### src/rtl/pe_nic_pkg.sv
// pe_nic_pkg -- shared constants for the processor-side network interface.
//
// Contents:
//   ADDR_OUT_BUF  : register select for the output-channel buffer (write-only)
//   ADDR_OUT_STAT : register select for the output status word
//   ADDR_IN_BUF   : register select for the input-channel buffer (read-only)
//   ADDR_IN_STAT  : register select for the input status word
//   PKT_VC_BIT    : packet header bit carrying the virtual-channel polarity
package pe_nic_pkg;

  localparam logic [1:0] ADDR_OUT_BUF  = 2'd0;
  localparam logic [1:0] ADDR_OUT_STAT = 2'd1;
  localparam logic [1:0] ADDR_IN_BUF   = 2'd2;
  localparam logic [1:0] ADDR_IN_STAT  = 2'd3;

  localparam int PKT_VC_BIT = 63;

endpackage

### src/rtl/nic_chan_buf.sv
// nic_chan_buf -- one-entry packet buffer with full/empty flags.
//
// Ports:
//   i_clk   : clock, rising-edge
//   i_rst_n : asynchronous active-low reset (clears data, full=0, empty=1)
//   i_load  : offer i_data; accepted only when the buffer is empty
//   i_data  : packet to store
//   i_clear : release the stored packet; honoured only when full
//   o_data  : stored packet (kept after a clear, so a late read sees stale data)
//   o_full  : buffer holds a packet
//   o_empty : registered complement of o_full, usable as a ready signal
//
// Handshake: a load is taken at an edge only if the buffer was empty before
// that edge; a clear at the same edge as a load on a full buffer wins and the
// load is dropped.
module nic_chan_buf #(
  parameter int DATA_W = 64
) (
  input  logic              i_clk,
  input  logic              i_rst_n,
  input  logic              i_load,
  input  logic [DATA_W-1:0] i_data,
  input  logic              i_clear,
  output logic [DATA_W-1:0] o_data,
  output logic              o_full,
  output logic              o_empty
);

  logic [DATA_W-1:0] r_data;
  logic              r_full;
  logic              r_empty;

  always_ff @(posedge i_clk or negedge i_rst_n) begin
    if (!i_rst_n) begin
      r_data  <= '0;
      r_full  <= 1'b0;
      r_empty <= 1'b1;
    end else if (r_full && i_clear) begin
      r_full  <= 1'b0;
      r_empty <= 1'b1;
    end else if (!r_full && i_load) begin
      r_data  <= i_data;
      r_full  <= 1'b1;
      r_empty <= 1'b0;
    end
  end

  assign o_data  = r_data;
  assign o_full  = r_full;
  assign o_empty = r_empty;

endmodule

### src/rtl/pe_nic.sv
// pe_nic -- processor-to-router network interface with one output and one
// input packet buffer, accessed through a four-register map.
//
// Optional feature: define PE_NIC_IRQ_EN to add output nic_irq (tracks in_full).
//
// Ports:
//   clk          : clock, rising-edge
//   reset        : asynchronous active-low reset
//   nic_addr     : register select (0 out buf, 1 out status, 2 in buf, 3 in status)
//   nic_di       : processor write data
//   nic_en       : access strobe
//   nic_wrEn     : 1 = write, 0 = read
//   nic_do       : registered read data, holds between reads
//   peri         : router ready to accept an injected packet
//   pesi / pedi  : injection strobe and data (one-cycle pulse, zero otherwise)
//   peso / pedo  : ejection strobe and data from the router
//   pero         : NIC ready for ejection (registered, equals ~in_full)
//   nic_irq      : (PE_NIC_IRQ_EN only) input buffer holds a packet
//   net_polarity : current router virtual-channel polarity
//
// Handshakes: injection fires at an edge where out_full & peri & the packet's
// VC bit matches net_polarity; ejection is accepted at an edge where
// peso & pero. Packets pass through unmodified in both directions.
module pe_nic
  import pe_nic_pkg::*;
#(
  parameter int DATA_W = 64
) (
  input  logic              clk,
  input  logic              reset,
  input  logic [1:0]        nic_addr,
  input  logic [DATA_W-1:0] nic_di,
  input  logic              nic_en,
  input  logic              nic_wrEn,
  output logic [DATA_W-1:0] nic_do,
  input  logic              peri,
  output logic              pesi,
  output logic [DATA_W-1:0] pedi,
  input  logic              peso,
  input  logic [DATA_W-1:0] pedo,
  output logic              pero,
`ifdef PE_NIC_IRQ_EN
  output logic              nic_irq,
`endif
  input  logic              net_polarity
);

  logic              w_cpu_wr;
  logic              w_cpu_rd;
  logic              w_out_load;
  logic [DATA_W-1:0] w_out_data;
  logic              w_out_full;
  logic              w_out_empty;
  logic              w_inject;
  logic              w_in_load;
  logic              w_in_clear;
  logic [DATA_W-1:0] w_in_data;
  logic              w_in_full;
  logic              w_in_empty;

  logic              r_pesi;
  logic [DATA_W-1:0] r_pedi;
  logic [DATA_W-1:0] r_nic_do;

  assign w_cpu_wr = nic_en &  nic_wrEn;
  assign w_cpu_rd = nic_en & ~nic_wrEn;

  // Writes only land in an empty output buffer; this also drops a write that
  // coincides with the injection edge, spacing packets by at least 2 cycles.
  assign w_out_load = w_cpu_wr & (nic_addr == ADDR_OUT_BUF) & w_out_empty;

  assign w_inject = w_out_full & peri & (w_out_data[PKT_VC_BIT] == net_polarity);

  // pero is a flop output, so accepting peso has no combinational path to it.
  assign w_in_load  = peso & pero;
  assign w_in_clear = w_cpu_rd & (nic_addr == ADDR_IN_BUF);

  nic_chan_buf #(.DATA_W(DATA_W)) u_out_buf (
    .i_clk   (clk),
    .i_rst_n (reset),
    .i_load  (w_out_load),
    .i_data  (nic_di),
    .i_clear (w_inject),
    .o_data  (w_out_data),
    .o_full  (w_out_full),
    .o_empty (w_out_empty)
  );

  nic_chan_buf #(.DATA_W(DATA_W)) u_in_buf (
    .i_clk   (clk),
    .i_rst_n (reset),
    .i_load  (w_in_load),
    .i_data  (pedo),
    .i_clear (w_in_clear),
    .o_data  (w_in_data),
    .o_full  (w_in_full),
    .o_empty (w_in_empty)
  );

  // Injection output: one-cycle pulse after the injection edge, zero otherwise.
  always_ff @(posedge clk or negedge reset) begin
    if (!reset) begin
      r_pesi <= 1'b0;
      r_pedi <= '0;
    end else if (w_inject) begin
      r_pesi <= 1'b1;
      r_pedi <= w_out_data;
    end else begin
      r_pesi <= 1'b0;
      r_pedi <= '0;
    end
  end

  // Read data register; holds its value when no read is issued.
  always_ff @(posedge clk or negedge reset) begin
    if (!reset) begin
      r_nic_do <= '0;
    end else if (w_cpu_rd) begin
      case (nic_addr)
        ADDR_OUT_STAT: r_nic_do <= {{(DATA_W-1){1'b0}}, w_out_full};
        ADDR_IN_BUF:   r_nic_do <= w_in_data;
        ADDR_IN_STAT:  r_nic_do <= {{(DATA_W-1){1'b0}}, w_in_full};
        default:       r_nic_do <= '0;
      endcase
    end
  end

  assign pesi   = r_pesi;
  assign pedi   = r_pedi;
  assign nic_do = r_nic_do;
  assign pero   = w_in_empty;

`ifdef PE_NIC_IRQ_EN
  assign nic_irq = w_in_full;
`endif

endmodule

### config.mk
export PLATFORM = sky130hd
export DESIGN_NAME = pe_nic
export DESIGN_NICKNAME = d
export VERILOG_FILES = /design/src/rtl/pe_nic_pkg.sv /design/src/rtl/nic_chan_buf.sv /design/src/rtl/pe_nic.sv
export SDC_FILE = /design/constraint.sdc
export NUM_CORES = 1
export LEC_CHECK = 0
export BUFFER_PORTS_ARGS = -buffer_cell sky130_fd_sc_hd__buf_2
export CAP_MARGIN = 10
export CORE_MARGIN = 5
export CORE_UTILIZATION = 46
export DETAILED_ROUTE_END_ITERATION = 10
export PLACE_DENSITY = 0.75
export SLEW_MARGIN = 25
export SYNTH_ARGS = -nofsm -noshare
export SYNTH_HDL_FRONTEND = slang
export SYNTH_SLANG_ARGS = --single-unit
### constraint.sdc
create_clock -name clk -period 1.6 [get_ports clk]
set_input_delay 0.16 -clock clk [delete_from_list [all_inputs] [get_ports clk]]
set_output_delay 0.16 -clock clk [all_outputs]
set_load 0.02 [all_outputs]
== Word level (Yosys, flattened, before mapping) ==
Cells that the tools add are included.

* Input port bits: 137
* ROM bits: 0
* Word-level logic and storage cells: 46
* Register bits after elaboration: 261
* Memories kept: 0
* Bits in writable memories: 0
* Bits in latches: 0

* Add/subtract/negate cells: 0
* $mul: 0
* Muxes and demuxes: 11
* $lt $le $gt $ge: 0
* Divide/modulo/power cells: 0
* Reductions and logical operators: 11
* Shift operators: 0
* Equality and inequality tests: 4
* Bitwise operators: 11

{| class="wikitable"
|+ Operators by type and width
! kind !! number
|-
| 64-bit case mux with 3 select lines || 1
|-
| 64-bit 2-to-1 mux || 1
|-
| 1-bit 2-to-1 mux || 9
|-
| 1-bit AND || 8
|-
| 2-bit equality test (second input constant) || 2
|-
| 1-bit logical AND || 4
|-
| 2-bit AND reduction || 2
|-
| 2-bit nonzero test || 2
|-
| 1-bit NOT || 3
|-
| 2-bit by 1-bit equality test with 1-bit output (second input constant) || 1
|-
| 1-bit zero test || 2
|-
| 2-bit zero test || 1
|-
| 1-bit equality test || 1
|}

== Depth between registers and ports, before layout ==
* Depth in word-level cells: 6
* Gate-level depth with buffers: 5
* Gate-level depth less buffers: 3

== Modules after synthesis ==
Synthesis repeated with hierarchy kept, for this count alone.

* Cell total of the unflattened synthesis: 576
* Area, all modules: 9,902.0 um^2

{| class="wikitable"
|+ Modules (own cells, without submodules)
! module !! times used !! area each (um^2) !! cells an instance !! seq. area each (um^2)
|-
| nic_chan_buf || 2 || 2,723.9 || 143 || 1,652.8
|-
| pe_nic || 1 || 4,454.3 || 290 || 3,228.1
|}

== Least setup slack after synthesis ==
OpenSTA, ideal clock, no wires.

* Path type: reg-to-reg
* Start: register u_out_buf.r_empty, in the netlist u_out_buf.o_empty
* End: register u_out_buf.r_data[25], in the netlist u_out_buf.o_data[25]
* Cell stages (with the launch flop): 6
* Library setup time: 127 ps
* Path buffers: 2
* Arrival time: 1,418 ps
* Slack: 55 ps
* Clock period less this slack: 1,545 ps
* Path through: dfstp_2 > nand4b_1 > nor3_2 > buf_4 > buf_6 > mux2_1

* Word-level cells in the longest chain between the ends: 3

{| class="wikitable"
|+ Ends and longest elaborated chain
! element !! line !! RTL
|-
| start: declaration || nic_chan_buf.sv:31 || <nowiki>logic r_empty;</nowiki>
|-
| start signal: assignment || nic_chan_buf.sv:37 || <nowiki>r_empty <= 1'b1;</nowiki>
|-
| start signal: assignment || nic_chan_buf.sv:40 || <nowiki>r_empty <= 1'b1;</nowiki>
|-
| start signal: assignment || nic_chan_buf.sv:44 || <nowiki>r_empty <= 1'b0;</nowiki>
|-
| 1-bit AND || pe_nic.sv:70 || <nowiki>assign w_out_load = w_cpu_wr & (nic_addr == ADDR_OUT_BUF) & w_out_empty;</nowiki>
|-
| 1-bit logical AND || nic_chan_buf.sv:41 || <nowiki>end else if (!r_full && i_load) begin</nowiki>
|-
| 2-bit AND reduction (no source line) || - ||
|-
| end signal: assignment || nic_chan_buf.sv:42 || <nowiki>r_data <= i_data;</nowiki>
|-
| end: declaration || nic_chan_buf.sv:29 || <nowiki>logic [DATA_W-1:0] r_data;</nowiki>
|}

No other way between the ends.
A chain may end at the register's enable or synchronous reset.

== Worst setup path in the final report ==
* Start: register u_out_buf.r_empty, in the netlist u_out_buf.o_empty
* End: register u_out_buf.r_data[18], in the netlist u_out_buf.o_data[18]

The elaborated chain is that of the path after synthesis.

==> results.rst <==
.. list-table::
   :header-rows: 1

   * - Metric
     - Value
   * - Launch point of the worst reg-to-reg path
     - u_out_buf.o_empty
   * - Depth of the CTS H-tree
     - 1
   * - Initial Utilization
     - 47.1%
   * - Area growth from synthesis to layout
     - 44.7%
   * - Met3 wire length
     - 1210 um
   * - Post-synthesis instance total
     - 573
   * - Arrival time reported for the critical path endpoint
     - 2.08 ns
   * - Number of warnings printed during yosys synthesis
     - 0
   * - Core region area
     - 19700 sq um
   * - Wire length on met1
     - 9340 um
   * - Worst slew margin relative to its limit
     - 71.5%
   * - Insertion delay of the later-clocked pin in the worst-skew pair
     - 0.52 ns
   * - Post-layout utilization of the core
     - 68.1%
   * - Overall power of the completed layout
     - 20.5 mW
   * - Overall via count from detail_route
     - 6323
   * - Number of design-rule violations left by the first detailed-router iteration
     - 228
   * - Highest routing layer actually used
     - met4
   * - Clock-pin slew on the worst setup and hold paths
     - 0.06 ns
   * - Final setup slack of the worst path
     - -0.0886 ns
   * - Synthesized area per cell
     - 16.1 sq um
   * - Maximum clock insertion buffer count
     - 3
   * - Most used cells in the layout excluding fill and tap cells
     - buf_2, dfrtp_1, dlygate4sd3_1, mux2_2, and2_1
   * - Crit path max-delay cell type
     - dfstp_2
   * - Number of global-route vias before repair
     - 7041
   * - Sequential element share of the synthesized area
     - 70.6%
   * - Critical Path Source Type
     - flop
   * - Antenna viol nets, final
     - 0
   * - Number of placed instances with taps included
     - 1096
   * - Pins over their slew limit
     - 0
   * - Layout cell share with drive strength beyond 1
     - 45.8%
   * - Required time worst endpoint
     - 1.99 ns
   * - Detailed placer's ending HPWL
     - 14200 um
   * - Violations in the final reports
     - setup timing
   * - Leakage power summed over all cells
     - 6.84 nW
   * - Maximum clock rate
     - 592 MHz
   * - CTS Buf Count
     - 26
   * - Post-route worst hold slack
     - 0.0862 ns
   * - Setup TNS
     - -2.18 ns
   * - Met2 wire len
     - 12800 um
   * - Nets@finish
     - 1127
   * - Number of distinct library cells after synthesis
     - 24
   * - RSZ-0062 raised after global routing
     - yes
   * - Critical setup path kind
     - flop to flop
   * - CP Launch Point
     - u_out_buf.o_empty
   * - DIE WIDTH
     - 152 um
   * - Filler instances
     - 1340
   * - Overall global routing resource usage
     - 20.7%
   * - Endpoint kind of the worst setup timing path
     - flop
   * - Number of antenna violations at the first check in global routing
     - 4
   * - HP Start
     - nic_addr[1]
   * - # port buffers
     - 266
   * - Total die area
     - 23100 sq um
   * - Filler-free cell count of the finished design
     - 1277
   * - Synthesized Nets
     - 710
   * - Worst-path maximum fanout
     - 13
   * - Buf+Inv Stages, Crit Path
     - 2
   * - Cell class contributing the biggest share of worst-path delay
     - flip-flops
   * - Status
     - finished with violations
   * - First-pass iteration count of the detailed router
     - 4
   * - Period minus WS final
     - 1.69 ns
   * - First-pass GRT wire length
     - 38900 um
   * - Per-cell via count in the routed design
     - 4.95
   * - Post-route cell area
     - 13400 sq um
   * - Min-Delay Path Class
     - input port to flop
   * - Maximum number of pins on one net before global-route repair
     - 66
   * - Number of sinks handled by clock tree synthesis
     - 261
   * - Total power density per cell area
     - 1530 nW/um^2
   * - Post-synthesis register bit count
     - 261
   * - Final number of setup-violating endpoints
     - 52
   * - Dominant cell type by count on the critical path
     - buf_12
   * - Number of top-level pins
     - 267
   * - Max incr delay on CP
     - 0.54 ns
   * - Standard cell area after detailed placement
     - 11100 sq um
   * - Final wirelength
     - 24200 um
   * - Root Driver
     - clkbuf_16
   * - Minimum setup slack after placement
     - -0.0625 ns
   * - Avg WL per Cell
     - 19.0 um
   * - Max VDD drop
     - 0.979 mV
   * - Remaining global-route overflow
     - 0
   * - Max capacitance violation total
     - 0
   * - TritonCTS clock tree
     - done
   * - Most frequent standard cell in the layout excluding fill and tap cells
     - buf_2
   * - List of cells traversed by the critical path
     - nand4b_1 -> nor3_4 -> buf_12 -> buf_12 -> mux2_2
   * - Hold Vio Cnt, Final
     - 0
   * - Pin slew with the least headroom to its limit
     - 0.427 ns
   * - Final period util
     - 106%
   * - Die extent in y
     - 152 um
   * - Number of cell rows
     - 51
   * - Post-detailed-route DRC marker count
     - 0
   * - Post-synthesis cell area
     - 9250 sq um
   * - Final Skew
     - 0.0196 ns
   * - Global placement routability congestion
     - 0.797
## synth_stat cells, drive strengths merged
cell type / n / area (sq um)
dfrtp: 259 / 6480
and2: 64 / 400
nor3: 1 / 10.0
clkbuf: 11 / 41.3
buf: 24 / 146
dfstp: 2 / 52.6
o21ai: 3 / 15.0
and3: 1 / 6.26
nand4b: 1 / 8.76
nand2b: 1 / 6.26
nand3: 1 / 5.00
inv: 6 / 22.5
nand2: 1 / 3.75
xnor2: 1 / 8.76
a22o: 63 / 552
a22oi: 1 / 7.51
and4bb: 1 / 12.5
o21bai: 2 / 15.0
mux2: 129 / 1450
a31oi: 1 / 6.26
## where the power goes
part	switching (mW)	internal [mW]
clock	2.50	3.32
combinational	2.11	2.71
sequential	1.09	8.75
## area by class of cell
class | count | area, sq um | area share, %
clock buffers | 35 | 756 | 5.65
flip-flops and latches | 261 | 6530 | 48.8
inverters | 6 | 22.5 | 0.168
clock inverters | 11 | 71.3 | 0.533
multi-input cells | 271 | 2650 | 19.8
diodes | 4 | 10.0 | 0.0748
repair buffers | 424 | 3010 | 22.5
well taps | 265 | 332 | 2.48
## what timing repair did
item                                   CTS  global route
endpoints found under the hold margin  360             0
gates resized for setup                 31             5
setup buffers                            1             1
setup endpoints to repair               56            63
hold buffers                           131             0
## path summary, 6_finish.rpt
check                                       end  slack (ns)  cells past startpoint
max                        u_out_buf.o_data[18]       -0.09                      5
min                                   nic_do[0]        0.09                      3
max reg2reg                u_out_buf.o_data[18]       -0.09                      5
min reg2reg                            pedi[11]        0.46                      1
max in group asynchronous               pedi[9]        0.72                      3
min in group asynchronous              pedi[50]        0.17                      2
## sequential cells by signal (all words and copies together), names as in the netlist
name	cells
nic_do	64
pedi	64
pesi	1
u_in_buf.o_data	64
u_in_buf.o_empty	1
u_in_buf.o_full	1
u_out_buf.o_data	64
u_out_buf.o_empty	1
u_out_buf.o_full	1
## worst reg2reg max path, cell delays in order, from the launching register on
cell	delay, ns
dfstp_2	0.54
nand4b_1	0.14
nor3_4	0.20
buf_12	0.18
buf_12	0.16
mux2_2	0.35
## cells by family after synthesis
logic type      Yosys count  share of synthesized area (%)
buf+inv                  41                           2.27
simple gates             71                           4.89
mux                     129                           15.7
compound gates           70                           6.44
flops                   261                           70.6
xor+xnor                  1                         0.0947
## routing by layer
| metal | global-route usage [%] | vias up |
|---|---|---|
| met4 | 7.62 | 0 |
| met2 | 36.9 | 212 |
| li1 | - | 2845 |
| met3 | 4.23 | 56 |
| met1 | 24.8 | 3210 |
| met5 | 0 | - |
Note: power is estimated with default switching activity, not from simulation.
